[config.mk]
export PLATFORM = sky130hd
export DESIGN_NAME = control_sequencer_flat
export DESIGN_NICKNAME = d
export VERILOG_FILES = /design/src/rtl/cpu_defs_pkg.sv /design/src/rtl/control_sequencer_if.sv /design/src/rtl/control_sequencer.sv /design/src/flat_wrapper.sv
export SDC_FILE = /design/constraint.sdc
export NUM_CORES = 1
export LEC_CHECK = 0
export BUFFER_PORTS_ARGS = -buffer_cell sky130_fd_sc_hd__buf_2
export CORE_ASPECT_RATIO = 1.5
export CORE_MARGIN = 1.5
export CORE_UTILIZATION = 45
export DETAILED_ROUTE_END_ITERATION = 6
export PLACE_DENSITY = 0.76
export SYNTH_ARGS = -nofsm -noshare
export SYNTH_HDL_FRONTEND = slang
export SYNTH_SLANG_ARGS = --single-unit
[constraint.sdc]
create_clock -name clock -period 2.1 [get_ports clock]
set_input_delay 0.105 -clock clock [delete_from_list [all_inputs] [get_ports clock]]
set_output_delay 0.105 -clock clock [all_outputs]
set_load 0.005 [all_outputs]
[src/rtl/cpu_defs_pkg.sv]
// Shared definitions for the hardwired control sequencer: opcodes, ALU
// operation codes, step encodings, strobe bundle and opcode classification.
package cpu_defs_pkg;

    // Instruction opcodes, IR[31:27]
    localparam logic [4:0] OP_ADD  = 5'b00011;
    localparam logic [4:0] OP_SUB  = 5'b00100;
    localparam logic [4:0] OP_AND  = 5'b00101;
    localparam logic [4:0] OP_OR   = 5'b00110;
    localparam logic [4:0] OP_ROR  = 5'b00111;
    localparam logic [4:0] OP_ROL  = 5'b01000;
    localparam logic [4:0] OP_SHR  = 5'b01001;
    localparam logic [4:0] OP_SHRA = 5'b01010;
    localparam logic [4:0] OP_SHL  = 5'b01011;
    localparam logic [4:0] OP_MUL  = 5'b01111;
    localparam logic [4:0] OP_DIV  = 5'b10000;
    localparam logic [4:0] OP_NEG  = 5'b10001;
    localparam logic [4:0] OP_NOT  = 5'b10010;
    localparam logic [4:0] OP_NOP  = 5'b11010;
    localparam logic [4:0] OP_HALT = 5'b11011;

    // ALU operation codes seen by the datapath
    typedef enum logic [3:0] {
        ALU_NOP  = 4'd0,
        ALU_INC  = 4'd1,
        ALU_ADD  = 4'd2,
        ALU_SUB  = 4'd3,
        ALU_AND  = 4'd4,
        ALU_OR   = 4'd5,
        ALU_ROR  = 4'd6,
        ALU_ROL  = 4'd7,
        ALU_SHR  = 4'd8,
        ALU_SHRA = 4'd9,
        ALU_SHL  = 4'd10,
        ALU_MUL  = 4'd11,
        ALU_DIV  = 4'd12,
        ALU_NEG  = 4'd13,
        ALU_NOT  = 4'd14
    } alu_op_t;

    // Control steps plus the two idle states
    typedef enum logic [3:0] {
        T0    = 4'd0,
        T1    = 4'd1,
        T2    = 4'd2,
        T3    = 4'd3,
        T4    = 4'd4,
        T5    = 4'd5,
        T6    = 4'd6,
        HALT  = 4'd7,
        PAUSE = 4'd8
    } step_t;

    // Execution shape of an instruction after fetch
    typedef enum logic [2:0] {
        CLS_BINARY,
        CLS_MULDIV,
        CLS_UNARY,
        CLS_NOP,
        CLS_HALT,
        CLS_ILLEGAL
    } op_class_t;

    // All single-bit datapath strobes, so the decode can clear them in one go
    typedef struct packed {
        logic PCout;
        logic Zlowout;
        logic Zhighout;
        logic MDRout;
        logic MARin;
        logic PCin;
        logic MDRin;
        logic IRin;
        logic Yin;
        logic Zin;
        logic LOin;
        logic HIin;
        logic IncPC;
        logic Read;
        logic Gra;
        logic Grb;
        logic Grc;
        logic Rin;
        logic Rout;
    } strobes_t;

    // Map an opcode onto the step sequence it follows
    function automatic op_class_t classify_op(input logic [4:0] op);
        case (op)
            OP_ADD, OP_SUB, OP_AND, OP_OR, OP_ROR,
            OP_ROL, OP_SHR, OP_SHRA, OP_SHL: classify_op = CLS_BINARY;
            OP_MUL, OP_DIV:                  classify_op = CLS_MULDIV;
            OP_NEG, OP_NOT:                  classify_op = CLS_UNARY;
            OP_NOP:                          classify_op = CLS_NOP;
            OP_HALT:                         classify_op = CLS_HALT;
            default:                         classify_op = CLS_ILLEGAL;
        endcase
    endfunction

endpackage

[src/rtl/control_sequencer_if.sv]
// Control bundle between the sequencer (master) and the datapath (slave):
// the IR and stop request flow in, step strobes and status flow out.
interface control_sequencer_if;
    import cpu_defs_pkg::*;

    logic [31:0] IR;
    logic        stop;

    logic        PCout;
    logic        Zlowout;
    logic        Zhighout;
    logic        MDRout;
    logic        MARin;
    logic        PCin;
    logic        MDRin;
    logic        IRin;
    logic        Yin;
    logic        Zin;
    logic        LOin;
    logic        HIin;
    logic        IncPC;
    logic        Read;
    logic        Gra;
    logic        Grb;
    logic        Grc;
    logic        Rin;
    logic        Rout;
    alu_op_t     alu_op;
    logic        run;
    logic        illegal;

    modport master (
        input  IR, stop,
        output PCout, Zlowout, Zhighout, MDRout,
        output MARin, PCin, MDRin, IRin, Yin, Zin,
        output LOin, HIin, IncPC, Read,
        output Gra, Grb, Grc, Rin, Rout,
        output alu_op, run, illegal
    );

    modport slave (
        output IR, stop,
        input  PCout, Zlowout, Zhighout, MDRout,
        input  MARin, PCin, MDRin, IRin, Yin, Zin,
        input  LOin, HIin, IncPC, Read,
        input  Gra, Grb, Grc, Rin, Rout,
        input  alu_op, run, illegal
    );

endinterface

[src/rtl/control_sequencer.sv]
// Hardwired control unit: steps through fetch and register-register ALU
// instructions one control step per clock, decoding strobes from the state.
module control_sequencer
    import cpu_defs_pkg::*;
#(
    parameter int unsigned MEM_WAIT = 0
) (
    input  logic                clock,
    input  logic                clear,
    control_sequencer_if.master bus
);

    localparam logic [3:0] WAIT_INIT = 4'(MEM_WAIT);

    step_t      r_state;
    step_t      w_next_state;
    logic [3:0] r_wait;
    logic [3:0] w_next_wait;
    logic       r_rst_hold;

    strobes_t   w_s;
    alu_op_t    w_alu_op;
    alu_op_t    w_alu_exec;
    logic       w_run;
    logic       w_illegal;
    logic [4:0] w_op;
    op_class_t  w_class;
    step_t      w_end_state;
    logic       w_unused_ir;

    assign w_op        = bus.IR[31:27];
    assign w_class     = classify_op(w_op);
    assign w_unused_ir = ^bus.IR[26:0];
    // Last step of an instruction either returns to fetch or parks in PAUSE
    assign w_end_state = bus.stop ? PAUSE : T0;

    // State, wait counter and reset-hold registers
    always_ff @(posedge clock) begin
        // NOTE: non-blocking assignments keep every register updating from
        // the same pre-edge values, so no ordering races between them.
        if (clear) begin
            r_state    <= T0;
            r_wait     <= WAIT_INIT;
            r_rst_hold <= 1'b1;
        end else begin
            r_state    <= w_next_state;
            r_wait     <= w_next_wait;
            r_rst_hold <= 1'b0;
        end
    end

    // Opcode to ALU operation used in the compute step
    always_comb begin
        case (w_op)
            OP_ADD:  w_alu_exec = ALU_ADD;
            OP_SUB:  w_alu_exec = ALU_SUB;
            OP_AND:  w_alu_exec = ALU_AND;
            OP_OR:   w_alu_exec = ALU_OR;
            OP_ROR:  w_alu_exec = ALU_ROR;
            OP_ROL:  w_alu_exec = ALU_ROL;
            OP_SHR:  w_alu_exec = ALU_SHR;
            OP_SHRA: w_alu_exec = ALU_SHRA;
            OP_SHL:  w_alu_exec = ALU_SHL;
            OP_MUL:  w_alu_exec = ALU_MUL;
            OP_DIV:  w_alu_exec = ALU_DIV;
            OP_NEG:  w_alu_exec = ALU_NEG;
            OP_NOT:  w_alu_exec = ALU_NOT;
            default: w_alu_exec = ALU_NOP;
        endcase
    end

    // Next-state and Moore strobe decode of the current step
    always_comb begin
        // NOTE: every output gets a default before the case so no path
        // leaves a signal unassigned and no latch is inferred.
        w_s          = '0;
        w_alu_op     = ALU_NOP;
        w_run        = 1'b1;
        w_illegal    = 1'b0;
        w_next_state = r_state;
        w_next_wait  = r_wait;

        if (r_rst_hold) begin
            // The clock after clear shows the quiet reset state, then T0 runs
            w_next_state = T0;
            w_next_wait  = WAIT_INIT;
        end else begin
            case (r_state)
                T0: begin
                    w_s.PCout    = 1'b1;
                    w_s.MARin    = 1'b1;
                    w_s.IncPC    = 1'b1;
                    w_s.Zin      = 1'b1;
                    w_alu_op     = ALU_INC;
                    w_next_wait  = WAIT_INIT;
                    w_next_state = T1;
                end
                T1: begin
                    w_s.Read  = 1'b1;
                    w_s.MDRin = 1'b1;
                    // PC update happens once, on the first clock of the read
                    if (r_wait == WAIT_INIT) begin
                        w_s.Zlowout = 1'b1;
                        w_s.PCin    = 1'b1;
                    end
                    if (r_wait != 4'd0) begin
                        w_next_wait = r_wait - 4'd1;
                    end else begin
                        w_next_state = T2;
                    end
                end
                T2: begin
                    w_s.MDRout = 1'b1;
                    w_s.IRin   = 1'b1;
                    // nop and halt branch here on the word presented on IR
                    case (w_class)
                        CLS_NOP:  w_next_state = w_end_state;
                        CLS_HALT: w_next_state = HALT;
                        default:  w_next_state = T3;
                    endcase
                end
                T3: begin
                    case (w_class)
                        CLS_BINARY: begin
                            w_s.Grb      = 1'b1;
                            w_s.Rout     = 1'b1;
                            w_s.Yin      = 1'b1;
                            w_next_state = T4;
                        end
                        CLS_MULDIV: begin
                            w_s.Gra      = 1'b1;
                            w_s.Rout     = 1'b1;
                            w_s.Yin      = 1'b1;
                            w_next_state = T4;
                        end
                        CLS_UNARY: begin
                            w_s.Grb      = 1'b1;
                            w_s.Rout     = 1'b1;
                            w_s.Zin      = 1'b1;
                            w_alu_op     = w_alu_exec;
                            w_next_state = T4;
                        end
                        CLS_HALT: begin
                            w_next_state = HALT;
                        end
                        CLS_ILLEGAL: begin
                            w_illegal    = 1'b1;
                            w_next_state = w_end_state;
                        end
                        default: begin
                            w_next_state = w_end_state;
                        end
                    endcase
                end
                T4: begin
                    case (w_class)
                        CLS_BINARY: begin
                            w_s.Grc      = 1'b1;
                            w_s.Rout     = 1'b1;
                            w_s.Zin      = 1'b1;
                            w_alu_op     = w_alu_exec;
                            w_next_state = T5;
                        end
                        CLS_MULDIV: begin
                            w_s.Grb      = 1'b1;
                            w_s.Rout     = 1'b1;
                            w_s.Zin      = 1'b1;
                            w_alu_op     = w_alu_exec;
                            w_next_state = T5;
                        end
                        CLS_UNARY: begin
                            w_s.Zlowout  = 1'b1;
                            w_s.Gra      = 1'b1;
                            w_s.Rin      = 1'b1;
                            w_next_state = w_end_state;
                        end
                        default: begin
                            w_next_state = w_end_state;
                        end
                    endcase
                end
                T5: begin
                    case (w_class)
                        CLS_BINARY: begin
                            w_s.Zlowout  = 1'b1;
                            w_s.Gra      = 1'b1;
                            w_s.Rin      = 1'b1;
                            w_next_state = w_end_state;
                        end
                        CLS_MULDIV: begin
                            w_s.Zlowout  = 1'b1;
                            w_s.LOin     = 1'b1;
                            w_next_state = T6;
                        end
                        default: begin
                            w_next_state = w_end_state;
                        end
                    endcase
                end
                T6: begin
                    w_s.Zhighout = 1'b1;
                    w_s.HIin     = 1'b1;
                    w_next_state = w_end_state;
                end
                HALT: begin
                    w_run        = 1'b0;
                    w_next_state = HALT;
                end
                PAUSE: begin
                    w_run        = 1'b0;
                    w_next_state = bus.stop ? PAUSE : T0;
                end
                default: begin
                    w_next_state = T0;
                end
            endcase
        end
    end

    assign bus.PCout    = w_s.PCout;
    assign bus.Zlowout  = w_s.Zlowout;
    assign bus.Zhighout = w_s.Zhighout;
    assign bus.MDRout   = w_s.MDRout;
    assign bus.MARin    = w_s.MARin;
    assign bus.PCin     = w_s.PCin;
    assign bus.MDRin    = w_s.MDRin;
    assign bus.IRin     = w_s.IRin;
    assign bus.Yin      = w_s.Yin;
    assign bus.Zin      = w_s.Zin;
    assign bus.LOin     = w_s.LOin;
    assign bus.HIin     = w_s.HIin;
    assign bus.IncPC    = w_s.IncPC;
    assign bus.Read     = w_s.Read;
    assign bus.Gra      = w_s.Gra;
    assign bus.Grb      = w_s.Grb;
    assign bus.Grc      = w_s.Grc;
    assign bus.Rin      = w_s.Rin;
    assign bus.Rout     = w_s.Rout;
    assign bus.alu_op   = w_alu_op;
    assign bus.run      = w_run;
    assign bus.illegal  = w_illegal;

endmodule
[src/flat_wrapper.sv]
// flat-port wrapper written by rule: the top's interface ports become plain ports
module control_sequencer_flat import cpu_defs_pkg::*;
#(
    parameter int unsigned MEM_WAIT = 0
)
  (clock, clear, bus_IR, bus_stop, bus_PCout, bus_Zlowout, bus_Zhighout, bus_MDRout, bus_MARin, bus_PCin, bus_MDRin, bus_IRin, bus_Yin, bus_Zin, bus_LOin, bus_HIin, bus_IncPC, bus_Read, bus_Gra, bus_Grb, bus_Grc, bus_Rin, bus_Rout, bus_alu_op, bus_run, bus_illegal);
  control_sequencer_if bus_i ();
  input  logic clock;
  input  logic clear;
  input wire logic [$bits(bus_i.IR)-1:0] bus_IR;
  input wire logic [$bits(bus_i.stop)-1:0] bus_stop;
  output wire logic [$bits(bus_i.PCout)-1:0] bus_PCout;
  output wire logic [$bits(bus_i.Zlowout)-1:0] bus_Zlowout;
  output wire logic [$bits(bus_i.Zhighout)-1:0] bus_Zhighout;
  output wire logic [$bits(bus_i.MDRout)-1:0] bus_MDRout;
  output wire logic [$bits(bus_i.MARin)-1:0] bus_MARin;
  output wire logic [$bits(bus_i.PCin)-1:0] bus_PCin;
  output wire logic [$bits(bus_i.MDRin)-1:0] bus_MDRin;
  output wire logic [$bits(bus_i.IRin)-1:0] bus_IRin;
  output wire logic [$bits(bus_i.Yin)-1:0] bus_Yin;
  output wire logic [$bits(bus_i.Zin)-1:0] bus_Zin;
  output wire logic [$bits(bus_i.LOin)-1:0] bus_LOin;
  output wire logic [$bits(bus_i.HIin)-1:0] bus_HIin;
  output wire logic [$bits(bus_i.IncPC)-1:0] bus_IncPC;
  output wire logic [$bits(bus_i.Read)-1:0] bus_Read;
  output wire logic [$bits(bus_i.Gra)-1:0] bus_Gra;
  output wire logic [$bits(bus_i.Grb)-1:0] bus_Grb;
  output wire logic [$bits(bus_i.Grc)-1:0] bus_Grc;
  output wire logic [$bits(bus_i.Rin)-1:0] bus_Rin;
  output wire logic [$bits(bus_i.Rout)-1:0] bus_Rout;
  output wire logic [$bits(bus_i.alu_op)-1:0] bus_alu_op;
  output wire logic [$bits(bus_i.run)-1:0] bus_run;
  output wire logic [$bits(bus_i.illegal)-1:0] bus_illegal;
  assign bus_i.IR = bus_IR;
  assign bus_i.stop = bus_stop;
  assign bus_PCout = bus_i.PCout;
  assign bus_Zlowout = bus_i.Zlowout;
  assign bus_Zhighout = bus_i.Zhighout;
  assign bus_MDRout = bus_i.MDRout;
  assign bus_MARin = bus_i.MARin;
  assign bus_PCin = bus_i.PCin;
  assign bus_MDRin = bus_i.MDRin;
  assign bus_IRin = bus_i.IRin;
  assign bus_Yin = bus_i.Yin;
  assign bus_Zin = bus_i.Zin;
  assign bus_LOin = bus_i.LOin;
  assign bus_HIin = bus_i.HIin;
  assign bus_IncPC = bus_i.IncPC;
  assign bus_Read = bus_i.Read;
  assign bus_Gra = bus_i.Gra;
  assign bus_Grb = bus_i.Grb;
  assign bus_Grc = bus_i.Grc;
  assign bus_Rin = bus_i.Rin;
  assign bus_Rout = bus_i.Rout;
  assign bus_alu_op = bus_i.alu_op;
  assign bus_run = bus_i.run;
  assign bus_illegal = bus_i.illegal;
  control_sequencer #(.MEM_WAIT(MEM_WAIT)) u_core (.clock(clock), .clear(clear), .bus(bus_i));
endmodule
==> impl_metrics.xml <==
<?xml version="1.0" encoding="UTF-8"?>
<metrics>
  <group name="setup_path">
    <metric name="startpoint_to_endpoint_class_of_the_critical_path" unit="">flip-flop to output port</metric>
    <metric name="r2r_setup_slk" unit="ns">0.22</metric>
    <metric name="critical_path_peak_fanout" unit="">6</metric>
    <metric name="critical_path_arrival" unit="ns">1.97</metric>
    <metric name="crit_path_end_kind" unit="">output port</metric>
    <metric name="worstPathRequired" unit="ns">2.00</metric>
    <metric name="startpoint_type" unit="">flip-flop</metric>
  </group>
  <group name="timing">
    <metric name="hold_viol" unit="">0</metric>
    <metric name="max-slew-margin-rel" unit="">0.616</metric>
    <metric name="rsz0062_at_grt" unit="">yes</metric>
    <metric name="layout_worst_path_cycle_share" unit="">0.987</metric>
    <metric name="timing.final.crit_period" unit="ns">2.07</metric>
    <metric name="timing.final.setup_violations" unit="">0</metric>
    <metric name="timing_max_transition_violations_final" unit="">0</metric>
    <metric name="final_critical_path_setup_slack" unit="ns">0.0269</metric>
    <metric name="timing.clock.skew" unit="ns">0.00296</metric>
    <metric name="worst_slew_pin_slew" unit="ns">0.575</metric>
    <metric name="achievable-frequency" unit="GHz">0.482</metric>
  </group>
  <group name="die">
    <metric name="design.portCount" unit="">60</metric>
    <metric name="die_area" unit="sq um">3160</metric>
    <metric name="initial_core_util" unit="">0.475</metric>
    <metric name="die_h" unit="um">68.1</metric>
    <metric name="std_cell_rows" unit="">23</metric>
    <metric name="fp.dieW" unit="um">46.4</metric>
    <metric name="core_region_area" unit="sq um">2680</metric>
  </group>
  <group name="logic_synthesis">
    <metric name="synthTopCellsByArea" unit="">dfxtp_1 14%, ha_1 6.9%, nor2_1 5.3%</metric>
    <metric name="number_of_synthesized_register_bits" unit="">9</metric>
    <metric name="synth-warning-count" unit="">0</metric>
    <metric name="synth_enable_flop_cells" unit="">0</metric>
    <metric name="synth_net_count" unit="">220</metric>
    <metric name="proportion_of_netlist_area_held_by_the_largest_area_contributor" unit="">0.142</metric>
    <metric name="seq_area_frac_synth" unit="">0.142</metric>
    <metric name="synth_async_sr_flop_share" unit="">0</metric>
    <metric name="synthesis.instances" unit="">178</metric>
    <metric name="post_synth_top_area_cell" unit="">dfxtp_1</metric>
    <metric name="synthesis.area_per_instance" unit="sq um">7.15</metric>
    <metric name="ys_types" unit="">57</metric>
    <metric name="syn-cell-area" unit="sq um">1270</metric>
    <metric name="ys.flop_type" unit="">dfxtp_1</metric>
  </group>
  <group name="cells_and_area">
    <metric name="final_net_count" unit="">269</metric>
    <metric name="layout.cells.most_common" unit="">buf_2</metric>
    <metric name="layout-area-overhead-vs-synth" unit="%">33.5</metric>
    <metric name="post_route_core_utilization" unit="">0.635</metric>
    <metric name="final-instance-count-excl-fill" unit="">263</metric>
    <metric name="commonest_cells_after_routing_fill_and_taps_aside" unit="">32 x buf_2, 29 x buf_4, 17 x nor2_1</metric>
    <metric name="diodes" unit="">0</metric>
    <metric name="fraction_of_layout_instances_using_a_drive_strength_above_1" unit="">0.403</metric>
    <metric name="fin_area" unit="sq um">1700</metric>
  </group>
  <group name="place">
    <metric name="place.gp.congestion" unit="">0.845</metric>
    <metric name="numPortBuffers" unit="">32</metric>
    <metric name="placement.setup.worst_slack" unit="ns">-0.0413</metric>
    <metric name="place_inst" unit="">256</metric>
    <metric name="detailedPlacementHpwl" unit="um">2720</metric>
    <metric name="postPlaceCellArea" unit="sq um">1580</metric>
  </group>
  <group name="outcome">
    <metric name="status" unit="">completed</metric>
  </group>
  <group name="routing">
    <metric name="antenna_violating_nets_left" unit="">0</metric>
    <metric name="drt-initial-drc-count" unit="">40</metric>
    <metric name="drc" unit="">0</metric>
    <metric name="via_per_inst" unit="">5.72</metric>
    <metric name="avgRoutedWirePerCell" unit="um">13.4</metric>
    <metric name="detailedRoute.firstPassIterationCount" unit="">4</metric>
    <metric name="routed-via-count" unit="">1504</metric>
    <metric name="detail_route.wirelength" unit="um">3540</metric>
  </group>
  <group name="grt">
    <metric name="grt_max_degree" unit="">18</metric>
    <metric name="antenna_found_initial" unit="">0</metric>
    <metric name="first_global_vias" unit="">1376</metric>
    <metric name="grt_usage" unit="">0.241</metric>
    <metric name="congestion_overflow_gr" unit="">0</metric>
    <metric name="global_route_wire_length_before_repair" unit="um">5690</metric>
  </group>
  <group name="pwr">
    <metric name="leakage_power" unit="nW">0.759</metric>
    <metric name="pwr_total" unit="mW">0.632</metric>
    <metric name="vdd.ir_drop.worst" unit="mV">0.222</metric>
    <metric name="power_density" unit="nW/um^2">372</metric>
  </group>
  <group name="clock_network">
    <metric name="clk_root_buffer_cell" unit="">clkbuf_8</metric>
    <metric name="cts-buffers-inserted" unit="">3</metric>
    <metric name="cts_tree" unit="">built</metric>
    <metric name="cts_htree_levels" unit="">1</metric>
    <metric name="clkTransAtPathRegs" unit="ns">0.05</metric>
    <metric name="clk-insertion-delay-late" unit="ns">0.24</metric>
    <metric name="tritoncts_num_sinks" unit="">9</metric>
    <metric name="clk_path_buf_depth" unit="">2</metric>
  </group>
  <group name="job">
    <metric name="maxCapViolations" unit="">0</metric>
  </group>
  <group name="hold_path">
    <metric name="timing.hold.worst.class" unit="">primary input to flip-flop</metric>
  </group>
</metrics>
[registers in the layout, summed over array words and instances (netlist names)]
register           cells
u_core.r_rst_hold      1
u_core.r_state         4
u_core.r_wait          4
[what timing repair did]
item / 4_1_cts / 5_1_grt
pin swaps: 2 / 5
setup endpoints to repair: 7 / 8
endpoints found under the hold margin: 1 / 0
cloned: 0 / 0
hold buffers: 1 / 0
setup buffers: 0 / 2
gates resized for setup: 6 / 12
[synthesized netlist by cell type (4+ instances only)]
cell type and instances:
or3_1 4, buf_4 5, dfxtp_1 9, inv_1 7, ha_1 7, buf_2 4, clkbuf_1 6, nand3_1 5
nor2_1 18, nor2b_1 5, a21oi_1 10, nor4_1 4, nor3_1 6, o21ai_0 7, nand2_1 17
[power breakdown]
part,internal [mW],switching [mW],total [mW],leakage (nW)
clock,0.133,0.0761,0.209,0.0228
sequential,0.176,0.00740,0.183,0.0758
combinational,0.111,0.129,0.240,0.661
total,0.420,0.212,0.632,0.759
[logic make-up after synthesis]
logic type | Yosys count | share of synthesized area
compound gates | 41 | 0.232
xor+xnor | 4 | 0.0275
fa+ha+maj | 7 | 0.0688
buf+inv | 25 | 0.104
flops | 9 | 0.142
mux | 3 | 0.0295
simple gates | 89 | 0.396
[per-layer routing]
layer / share of wire / track usage
met4: 0.018 / 0.100
met1: 0.38 / 0.247
met3: 0.038 / 0.0343
met5: 0 / 0
met2: 0.56 / 0.460
[final cells by class]
type	count	area, sq um
flip-flops and latches	9	190
well taps	37	46.3
fillers	258	977
inverters	7	26.3
repair buffers	62	388
multi-input cells	144	1000
clock buffers	4	45.0
[worst max-delay path, stage by stage, from the launching register on]
cell and delay, ns:
dfxtp_4 0.36, and2b_1 0.22, nand2_2 0.07, or3_4 0.34
a2111oi_4 0.45, o22a_1 0.19, buf_2 0.10
[through the flow]
| stage | hold slack (ns) | TNS (ns) |
|---|---|---|
| after floorplan | 0.133 | 0 |
| after detailed placement | 0.228 | -0.0621 |
| after CTS | 0.0927 | 0 |
| after global placement | 0.228 | -0.0535 |
| final | 0.0849 | 0 |
| after global routing | 0.111 | -0.477 |
[final timing paths]
check / startpoint / end / depth (start not counted)
max reg2reg: u_core.r_wait[0] / u_core.r_wait[3] / 7
min: bus_stop / u_core.r_state[3] / 3
max: u_core.r_state[2] / bus_alu_op[0] / 6
min reg2reg: u_core.r_wait[0] / u_core.r_wait[0] / 2
No activity file was read; power rests on OpenSTA's default activity.
